`config.mk`:
```
export PLATFORM = sky130hd
export DESIGN_NAME = fpu_lane_sequencer_flat
export DESIGN_NICKNAME = d
export VERILOG_FILES = /design/src/rtl/fpu_lane_sequencer_pkg.sv /design/src/rtl/fpu_lane_sequencer_if.sv /design/src/rtl/fpu_lane_sequencer_tag_pipe.sv /design/src/rtl/fpu_lane_sequencer.sv /design/src/flat_wrapper.sv
export SDC_FILE = /design/constraint.sdc
export NUM_CORES = 1
export LEC_CHECK = 0
export ABC_AREA = 1
export CAP_MARGIN = 20
export CORE_UTILIZATION = 54
export CTS_CLUSTER_DIAMETER = 50
export DETAILED_ROUTE_END_ITERATION = 8
export PLACE_DENSITY = 0.92
export SYNTH_ARGS = -nofsm -noshare
export SYNTH_HDL_FRONTEND = slang
export SYNTH_SLANG_ARGS = --single-unit
```
`constraint.sdc`:
```
create_clock -name clk -period 4.8 [get_ports clk]
set_input_delay 1.44 -clock clk [delete_from_list [all_inputs] [get_ports clk]]
set_output_delay 1.44 -clock clk [all_outputs]
set_load 0.01 [all_outputs]
```
`src/rtl/fpu_lane_sequencer_pkg.sv`:
```
// rtl/fpu_lane_sequencer_pkg.sv - shared constants, codes and state type for the FPU lane sequencer
package fpu_pkg;

  // Exception flag bit positions within the 5-bit exeption vector
  localparam int EXC_NX = 0;
  localparam int EXC_NV = 1;
  localparam int EXC_DZ = 2;
  localparam int EXC_UF = 3;
  localparam int EXC_OF = 4;

  // Rounding mode codes
  localparam logic [2:0] RM_RNE = 3'd0;
  localparam logic [2:0] RM_RTZ = 3'd1;
  localparam logic [2:0] RM_RUP = 3'd2;
  localparam logic [2:0] RM_RDN = 3'd3;
  localparam logic [2:0] RM_RMM = 3'd4;

  // Operation codes
  localparam logic [1:0] OP_MUL = 2'd2;

  // Sequencer states
  typedef enum logic [1:0] {
    S_IDLE  = 2'd0,
    S_ISSUE = 2'd1,
    S_DRAIN = 2'd2,
    S_DONE  = 2'd3
  } seq_state_t;

  // Index width that never collapses to zero bits for a single lane
  function automatic int idx_width(input int n);
    return (n > 1) ? $clog2(n) : 1;
  endfunction

endpackage

```
`src/rtl/fpu_lane_sequencer_if.sv`:
```
// rtl/fpu_lane_sequencer_if.sv - request, fpu_top and response signal bundle of the lane sequencer
interface fpu_lane_sequencer_if #(
  parameter int WIDTH = 32,
  parameter int LANES = 4
);

  logic                   req_valid;
  logic                   req_ready;
  logic [2:0]             req_mode;
  logic [1:0]             req_operation;
  logic [LANES*WIDTH-1:0] req_srcA;
  logic [LANES*WIDTH-1:0] req_srcB;
  logic [LANES-1:0]       req_exec_mask;

  logic                   fpu_valid;
  logic [2:0]             fpu_mode;
  logic [1:0]             fpu_operation;
  logic [WIDTH-1:0]       fpu_inputA;
  logic [WIDTH-1:0]       fpu_inputB;
  logic [WIDTH-1:0]       fpu_output;
  logic [4:0]             fpu_exeption;

  logic                   rsp_valid;
  logic                   rsp_ready;
  logic [LANES*WIDTH-1:0] rsp_result;
  logic [4:0]             rsp_exeption;

  // Issue stage and fpu_top side
  modport master (
    output req_valid, req_mode, req_operation, req_srcA, req_srcB, req_exec_mask,
    input  req_ready,
    input  fpu_valid, fpu_mode, fpu_operation, fpu_inputA, fpu_inputB,
    output fpu_output, fpu_exeption,
    input  rsp_valid, rsp_result, rsp_exeption,
    output rsp_ready
  );

  // Sequencer side
  modport slave (
    input  req_valid, req_mode, req_operation, req_srcA, req_srcB, req_exec_mask,
    output req_ready,
    output fpu_valid, fpu_mode, fpu_operation, fpu_inputA, fpu_inputB,
    input  fpu_output, fpu_exeption,
    output rsp_valid, rsp_result, rsp_exeption,
    input  rsp_ready
  );

endinterface

```
`src/rtl/fpu_lane_sequencer_tag_pipe.sv`:
```
// rtl/fpu_lane_sequencer_tag_pipe.sv - DEPTH-stage {valid, lane index} delay line matching the FPU latency
module fpu_tag_pipe #(
  parameter int DEPTH = 1,
  parameter int IW    = 2
) (
  input  logic          clk,
  input  logic          rst_n,
  input  logic          in_valid,
  input  logic [IW-1:0] in_idx,
  output logic          out_valid,
  output logic [IW-1:0] out_idx
);

  logic [DEPTH-1:0] valid_q;
  logic [IW-1:0]    idx_q [DEPTH];

  // Shift every cycle so each tag leaves exactly when fpu_top presents that lane's result
  always_ff @(posedge clk or negedge rst_n) begin
    if (!rst_n) begin
      valid_q <= '0;
      for (int i = 0; i < DEPTH; i++) begin
        idx_q[i] <= '0;
      end
    end else begin
      valid_q[0] <= in_valid;
      idx_q[0]   <= in_idx;
      for (int i = 1; i < DEPTH; i++) begin
        valid_q[i] <= valid_q[i-1];
        idx_q[i]   <= idx_q[i-1];
      end
    end
  end

  assign out_valid = valid_q[DEPTH-1];
  assign out_idx   = idx_q[DEPTH-1];

endmodule

```
`src/rtl/fpu_lane_sequencer.sv`:
```
// rtl/fpu_lane_sequencer.sv - issues a masked operand vector lane by lane into fpu_top and gathers the results
module fpu_lane_sequencer
  import fpu_pkg::*;
#(
  parameter int WIDTH   = 32,
  parameter int LANES   = 4,
  parameter int FPU_LAT = 1
) (
  input logic                 clk,
  input logic                 rst_n,
  fpu_lane_sequencer_if.slave bus
);

  localparam int IW = idx_width(LANES);
  localparam int CMAX = (LANES > FPU_LAT + 1) ? LANES : FPU_LAT + 1;
  localparam int CW = idx_width(CMAX) + 1;

  seq_state_t             state;
  logic [CW-1:0]          cnt;
  logic [2:0]             mode_q;
  logic [1:0]             op_q;
  logic [LANES*WIDTH-1:0] src_a_q;
  logic [LANES*WIDTH-1:0] src_b_q;
  logic [LANES-1:0]       mask_q;
  logic [IW-1:0]          issue_idx;

  logic [IW-1:0]          cnt_idx;
  logic [WIDTH-1:0]       lane_a;
  logic [WIDTH-1:0]       lane_b;
  logic                   tag_valid;
  logic [IW-1:0]          tag_idx;
  logic                   collecting;

  assign cnt_idx    = cnt[IW-1:0];
  assign lane_a     = src_a_q[int'(cnt_idx)*WIDTH +: WIDTH];
  assign lane_b     = src_b_q[int'(cnt_idx)*WIDTH +: WIDTH];
  assign collecting = (state == S_ISSUE) || (state == S_DRAIN);

  // The tag pipe is fed from the registered issue outputs so it lines up with fpu_top's own register stages
  fpu_tag_pipe #(
    .DEPTH(FPU_LAT),
    .IW   (IW)
  ) u_tag_pipe (
    .clk      (clk),
    .rst_n    (rst_n),
    .in_valid (bus.fpu_valid),
    .in_idx   (issue_idx),
    .out_valid(tag_valid),
    .out_idx  (tag_idx)
  );

  // Sequencer FSM with registered outputs; result capture runs alongside while lanes are in flight
  always_ff @(posedge clk or negedge rst_n) begin
    if (!rst_n) begin
      state             <= S_IDLE;
      cnt               <= '0;
      mode_q            <= '0;
      op_q              <= '0;
      src_a_q           <= '0;
      src_b_q           <= '0;
      mask_q            <= '0;
      issue_idx         <= '0;
      bus.req_ready     <= 1'b1;
      bus.fpu_valid     <= 1'b0;
      bus.fpu_mode      <= '0;
      bus.fpu_operation <= '0;
      bus.fpu_inputA    <= '0;
      bus.fpu_inputB    <= '0;
      bus.rsp_valid     <= 1'b0;
      bus.rsp_result    <= '0;
      bus.rsp_exeption  <= '0;
    end else begin
      if (collecting && tag_valid) begin
        bus.rsp_result[int'(tag_idx)*WIDTH +: WIDTH] <= bus.fpu_output;
        bus.rsp_exeption <= bus.rsp_exeption | bus.fpu_exeption;
      end

      case (state)
        S_IDLE: begin
          if (bus.req_valid) begin
            mode_q           <= bus.req_mode;
            op_q             <= bus.req_operation;
            src_a_q          <= bus.req_srcA;
            src_b_q          <= bus.req_srcB;
            mask_q           <= bus.req_exec_mask;
            bus.rsp_result   <= '0;
            bus.rsp_exeption <= '0;
            bus.req_ready    <= 1'b0;
            cnt              <= '0;
            state            <= S_ISSUE;
          end
        end

        S_ISSUE: begin
          // Masked lanes still take their slot so the overall latency never depends on the mask
          bus.fpu_valid     <= mask_q[cnt_idx];
          bus.fpu_mode      <= mode_q;
          bus.fpu_operation <= op_q;
          bus.fpu_inputA    <= lane_a;
          bus.fpu_inputB    <= lane_b;
          issue_idx         <= cnt_idx;
          if (cnt == CW'(LANES - 1)) begin
            cnt   <= '0;
            state <= S_DRAIN;
          end else begin
            cnt <= cnt + 1'b1;
          end
        end

        S_DRAIN: begin
          // The last lane's tag is consumed on the edge where the count reaches FPU_LAT
          bus.fpu_valid <= 1'b0;
          if (cnt == CW'(FPU_LAT)) begin
            cnt           <= '0;
            bus.rsp_valid <= 1'b1;
            state         <= S_DONE;
          end else begin
            cnt <= cnt + 1'b1;
          end
        end

        S_DONE: begin
          if (bus.rsp_ready) begin
            bus.rsp_valid <= 1'b0;
            bus.req_ready <= 1'b1;
            state         <= S_IDLE;
          end
        end

        default: begin
          state <= S_IDLE;
        end
      endcase
    end
  end

endmodule

```
`src/flat_wrapper.sv`:
```
// flat-port wrapper written by rule: the top's interface ports become plain ports
module fpu_lane_sequencer_flat import fpu_pkg::*;
#(
  parameter int WIDTH   = 32,
  parameter int LANES   = 4,
  parameter int FPU_LAT = 1
)
  (clk, rst_n, bus_req_valid, bus_req_mode, bus_req_operation, bus_req_srcA, bus_req_srcB, bus_req_exec_mask, bus_req_ready, bus_fpu_valid, bus_fpu_mode, bus_fpu_operation, bus_fpu_inputA, bus_fpu_inputB, bus_fpu_output, bus_fpu_exeption, bus_rsp_valid, bus_rsp_result, bus_rsp_exeption, bus_rsp_ready);
  fpu_lane_sequencer_if #(.WIDTH(WIDTH), .LANES(LANES)) bus_i ();
  input logic clk;
  input logic rst_n;
  input wire logic [$bits(bus_i.req_valid)-1:0] bus_req_valid;
  input wire logic [$bits(bus_i.req_mode)-1:0] bus_req_mode;
  input wire logic [$bits(bus_i.req_operation)-1:0] bus_req_operation;
  input wire logic [$bits(bus_i.req_srcA)-1:0] bus_req_srcA;
  input wire logic [$bits(bus_i.req_srcB)-1:0] bus_req_srcB;
  input wire logic [$bits(bus_i.req_exec_mask)-1:0] bus_req_exec_mask;
  output wire logic [$bits(bus_i.req_ready)-1:0] bus_req_ready;
  output wire logic [$bits(bus_i.fpu_valid)-1:0] bus_fpu_valid;
  output wire logic [$bits(bus_i.fpu_mode)-1:0] bus_fpu_mode;
  output wire logic [$bits(bus_i.fpu_operation)-1:0] bus_fpu_operation;
  output wire logic [$bits(bus_i.fpu_inputA)-1:0] bus_fpu_inputA;
  output wire logic [$bits(bus_i.fpu_inputB)-1:0] bus_fpu_inputB;
  input wire logic [$bits(bus_i.fpu_output)-1:0] bus_fpu_output;
  input wire logic [$bits(bus_i.fpu_exeption)-1:0] bus_fpu_exeption;
  output wire logic [$bits(bus_i.rsp_valid)-1:0] bus_rsp_valid;
  output wire logic [$bits(bus_i.rsp_result)-1:0] bus_rsp_result;
  output wire logic [$bits(bus_i.rsp_exeption)-1:0] bus_rsp_exeption;
  input wire logic [$bits(bus_i.rsp_ready)-1:0] bus_rsp_ready;
  assign bus_i.req_valid = bus_req_valid;
  assign bus_i.req_mode = bus_req_mode;
  assign bus_i.req_operation = bus_req_operation;
  assign bus_i.req_srcA = bus_req_srcA;
  assign bus_i.req_srcB = bus_req_srcB;
  assign bus_i.req_exec_mask = bus_req_exec_mask;
  assign bus_req_ready = bus_i.req_ready;
  assign bus_fpu_valid = bus_i.fpu_valid;
  assign bus_fpu_mode = bus_i.fpu_mode;
  assign bus_fpu_operation = bus_i.fpu_operation;
  assign bus_fpu_inputA = bus_i.fpu_inputA;
  assign bus_fpu_inputB = bus_i.fpu_inputB;
  assign bus_i.fpu_output = bus_fpu_output;
  assign bus_i.fpu_exeption = bus_fpu_exeption;
  assign bus_rsp_valid = bus_i.rsp_valid;
  assign bus_rsp_result = bus_i.rsp_result;
  assign bus_rsp_exeption = bus_i.rsp_exeption;
  assign bus_i.rsp_ready = bus_rsp_ready;
  fpu_lane_sequencer #(.WIDTH(WIDTH), .LANES(LANES), .FPU_LAT(FPU_LAT)) u_core (.clk(clk), .rst_n(rst_n), .bus(bus_i));
endmodule
```
Word-level counts from Yosys, hierarchy flattened. Index checks and enable logic that the tools add are counted.

Register bits: 480. Output and inout bits: 205.

$add $sub $neg: 2. $lt $le $gt $ge: 1. Equal/unequal tests: 9. Shift operators: 4. Muxes and demuxes: 25. Bitwise logic cells: 1. Reduce and logical (&&, ||, !) cells: 12.

Operators with widths (number): 128-bit 2-to-1 mux (3); 128-bit by 8-bit variable part select with 32-bit output (2); 128-bit bitwise mux (1); 32-bit by 33-bit variable shift with 128-bit output, first input constant (1); 32-bit by 33-bit variable part select with 128-bit output (1); 7-bit negation with 33-bit output (1); 5-bit 2-to-1 mux (3); 3-bit 2-to-1 mux (3); 3-bit case mux with 3 select lines (1); 2-bit 2-to-1 mux (4); 2-bit inequality test, second input constant (4); 2-bit case mux with 4 select lines (1); 1-bit case mux with 2 select lines (3); 3-bit AND reduction (2); 2-bit nonzero test (3); 1-bit 2-to-1 mux (5); 5-bit bitwise OR (1); 2-bit == test, second input constant (2); 2-bit AND reduction (2); 4-bit AND reduction (1); 3-bit by 1-bit adder with 3-bit output, second input constant (1); 3-bit by 1-bit == test with 1-bit output, second input constant (1); 3-bit by 2-bit == test with 1-bit output, second input constant (1); 2-bit by 3-bit less-than comparator with 1-bit output, second input constant (1); 6 further kinds (6).

Depth between registers and ports, before layout.
Depth after elaboration: 6. Depth in mapped cells: 9. Depth with buffers taken out: 8.

Modules after synthesis. A second synthesis with hierarchy kept.

Cell total of the unflattened synthesis: 2593. Area, all modules: 21119.0 um2.

By module, submodules not included: fpu_lane_sequencer (times used 1, cells an instance 2590, area each 21043.9 um2, sequential area each 11937.7 um2); fpu_tag_pipe (times used 1, cells an instance 3, area each 75.1 um2, sequential area each 75.1 um2).

Worst setup path before layout. OpenSTA, ideal clock, no wires.

Path type: input-to-reg. Start point: input port bus_req_valid. End point: register u_core.src_b_q[10]. Setup time: 130 ps. Arrival time: 2175 ps. Setup slack: 2495 ps. Stages on the path: 7. Path buffers: 3. Cell sequence: nand2_1 inv_1 buf_2 buf_2 buf_2 nand2_1 o21ai_0.

Longest elaborated chain between the ends: 1.

RTL lines: start, declared (RTL line flat_wrapper.sv:12) `input wire logic [$bits(bus_i.req_valid)-1:0] bus_req_valid;`; 2-bit AND reduction (no source line); end signal, assigned (RTL line fpu_lane_sequencer.sv:84) `src_b_q <= bus.req_srcB;`; end, declared (RTL line fpu_lane_sequencer.sv:23) `logic [LANES*WIDTH-1:0] src_b_q;`.

Every way passes these cells. A chain may end at the register's enable or synchronous reset.

Worst setup path after layout.
Start point: register u_core.bus.req_ready. End point: output port bus_req_ready.

RTL lines: start, declared (RTL line fpu_lane_sequencer_if.sv:41) `output req_ready,`; start signal, assigned (RTL line fpu_lane_sequencer.sv:63) `bus.req_ready <= 1'b1;`; start signal, assigned (RTL line fpu_lane_sequencer.sv:88) `bus.req_ready <= 1'b0;`; start signal, assigned (RTL line fpu_lane_sequencer.sv:125) `bus.req_ready <= 1'b1;`; end, declared (RTL line flat_wrapper.sv:18) `output wire logic [$bits(bus_i.req_ready)-1:0] bus_req_ready;`.

No word-level cell between the ends.

==> summary.md <==
| Metric | Value |
|---|---|
| Post-synth ARST share | 1.00 |
| Tmin final | 3130 ps |
| Final period utilization | 0.653 |
| Max clock buf depth | 3 |
| WL/cell | 19.7 µm |
| Worst setup SP type | flop |
| First-pass GRT wire length | 107 mm |
| CTS tree | built |
| Detail Placement HPWL | 44.4 mm |
| Sum Neg Setup Slack | 0 ps |
| Seq/Total Area, Yosys | 0.576 |
| R2R Setup Slk | 1680 ps |
| Worst Path Required | 3360 ps |
| EDFF count, synth | 0 |
| Worst Hold Path EP | u_core.u_tag_pipe.out_idx[1] |
| Worst-margin pin slew | 1080 ps |
| CTS Buf Count | 50 |
| Fill cell count | 2490 |
| Cell count of the worst hold path | 0 |
| HP Class | flop to flop |
| NumNets Final | 3271 |
| Mapped Cells | 2514 |
| Worst Skew | 16.9 ps |
| Num rows | 71 |
| Max-cap violations | 0 |
| Global-route usage over all layers | 0.352 |
| PortBufs | 510 |
| Largest net degree at the start of global routing | 149 |
| Wirelength, routed | 69.2 mm |
| Top FF cell, synth | dfrtp_1 |
| Grt ovf | 0 |
| Cells along the critical path | clkdlybuf4s50_1 |
| DR iter-0 viols | 2205 |
| Clock transition at the registers of the reported paths | 60 ps |
| CP arrival | 1690 ps |
| Core footprint | 0.0378 mm² |
| Die area | 0.0394 mm² |
| DRC Markers | 0 |
| Final core utilization | 0.745 |
| Critical Path Sink Type | primary output |
| Via density | 5.67 |
| Worst R2R Path Depth | 6 |
| Postcts setup bufs | 0 |
| Leak Pwr | 13.4 nW |
| Most frequent cells in the layout | 940 x nand2_1, 509 x clkdlybuf4s50_1, 478 x dfrtp_1 |
| Share of cells above drive strength 1 | 0.0475 |
| RR Endpoint | u_core.bus.fpu_inputB[15] |
| RSZ-0062 raised after global routing | false |
| Top-level I/O count | 511 |
| Max Slew Vio Count | 0 |
| Dominant cell type by area after synthesis | dfrtp_1 |
| Hold Startpoint | u_core.issue_idx[1] |
| Clk Latency, worst-skew pair | 590 ps |
| PwrDens | 601 mW/mm² |
| CP max stage cell | clkdlybuf4s50_1 |
| CP max FO | 2 |
| Most common cell after layout, fill and taps aside | nand2_1 |
| Setup CP Type | flop to primary output |
| Hold buffers post-CTS | 0 |
| Slowest stage delay, CP | 590 ps |
| Worst path bufs/invs | 1 |
| Max IR drop VDD | 0.000351 V |
| Register area | 0.0120 mm² |
| Routability Congestion | 0.932 |
| Top delay family on crit path | buffers and inverters |
| Synth Register Bits | 480 |
| Yosys warns | 0 |
| Worst R2R Start | u_core.state[1] |
| Synth top area cells | dfrtp_1 57%, nand2_1 17%, o21ai_0 6.6% |
| Mapped Area | 0.0209 mm² |
| Yosys top cell area share | 0.575 |
| Count of cell types in the netlist | 26 |
| PostCTS Resize Cnt | 0 |
| Area Growth Syn to Fin | 35.1% |
| Relative slew slack | 0.275 |
| Final hold slack | 385 ps |
| Initial antenna violation count | 15 |
| Initial Util | 0.551 |
| Clock sink count | 480 |
| Vias | 19900 |
| H-Tree Level Count | 2 |
| CTS Root Cell | clkbuf_16 |
| Die Span Y | 199 µm |
| Post-Synthesis Mean Instance Area | 8.29 µm² |
| Fmax | 319 MHz |
| Fin. Hold Viols | 0 |
| Vias in the first global route | 20200 |
| DR pass1 iterations | 8 |
| Post-synthesis net count | 2835 |
| Multi-input gate area in the final layout | 0.00720 mm² |
| Final ANT Viol Nets | 0 |
| Status | finished, final reports clean |
| Die X-Extent | 199 µm |
| Final setup viols | 0 |
area by class of cell:
| type | instances | share of cell area |
|---|---|---|
| antenna | 14 | 0.00124 |
| clock buffer | 70 | 0.0529 |
| clock inverter | 22 | 0.0117 |
| inverter | 240 | 0.0323 |
| multi-input combinational | 1631 | 0.256 |
| sequential | 480 | 0.426 |
| tap | 511 | 0.0227 |
| timing repair buffer | 547 | 0.197 |
routing by layer:
metal  vias up  global-route usage  wire length (µm)
met4         2               0.246              4960
met2      1277               0.548             32200
met1      9539               0.433             25000
met3       314              0.0849              7030
met5         -                   0                13
li1       8782                   -                 -
stage by stage:
step	area, µm²	setup WS (ps)	cells	total power, mW
final	28200	1670	3515	16.9
after global routing	28200	1550	3514	17.9
after CTS	28100	1640	3500	16.9
after global placement	26200	1530	3406	12.1
after detailed placement	26300	1470	3408	12.5
after floorplan	20900	2490	2514	9.87
where the power goes:
group          internal, mW  switching [mW]
clock                  2.60            1.65
sequential             5.61           0.816
combinational          2.33            3.93
total                  10.5            6.40
logic make-up after synthesis:
logic type,synth area share
AOI/OAI and AO/OA,0.123
adders and majority gates,0.00900
buffers and inverters,0.0794
DFF,0.576
and+or+nand+nor,0.212
state kept, by name, indices dropped and copies added (netlist names):
signal                       count
u_core.bus.req_ready             1
u_core.u_tag_pipe.out_idx        2
u_core.src_b_q                 128
u_core.issue_idx                 2
u_core.bus.fpu_inputA           32
u_core.cnt                       3
u_core.src_a_q                 128
u_core.bus.fpu_operation         2
u_core.op_q                      2
u_core.bus.rsp_valid             1
u_core.bus.fpu_mode              3
u_core.bus.fpu_inputB           32
u_core.mask_q                    4
u_core.bus.rsp_exeption          5
u_core.state                     2
u_core.bus.rsp_result          128
u_core.bus.fpu_valid             1
u_core.mode_q                    3
u_core.u_tag_pipe.out_valid      1
Yosys cell counts (15+ instances only):
| cell | number |
|---|---|
| nand2_1 | 942 |
| dfrtp_1 | 479 |
| o21ai_0 | 276 |
| inv_1 | 238 |
| a21oi_1 | 172 |
| nand3_1 | 128 |
| clkbuf_1 | 74 |
| buf_2 | 68 |
| nor2_1 | 42 |
| o211ai_1 | 39 |
| buf_4 | 15 |
| ha_1 | 15 |
worst max path at each step:
stage	from	to	slack, ps	cells past startpoint
after floorplan	bus_req_valid	u_core.src_b_q[10]	2490	7
after global placement	bus_req_valid	u_core.src_a_q[108]	1530	5
after detailed placement	bus_req_valid	u_core.src_a_q[86]	1470	5
after CTS	u_core.bus.req_ready	bus_req_ready	1640	1
after global routing	u_core.state[1]	u_core.bus.fpu_inputB[15]	1550	6
final	u_core.bus.req_ready	bus_req_ready	1670	1
No activity file was read; power rests on OpenSTA's default activity.
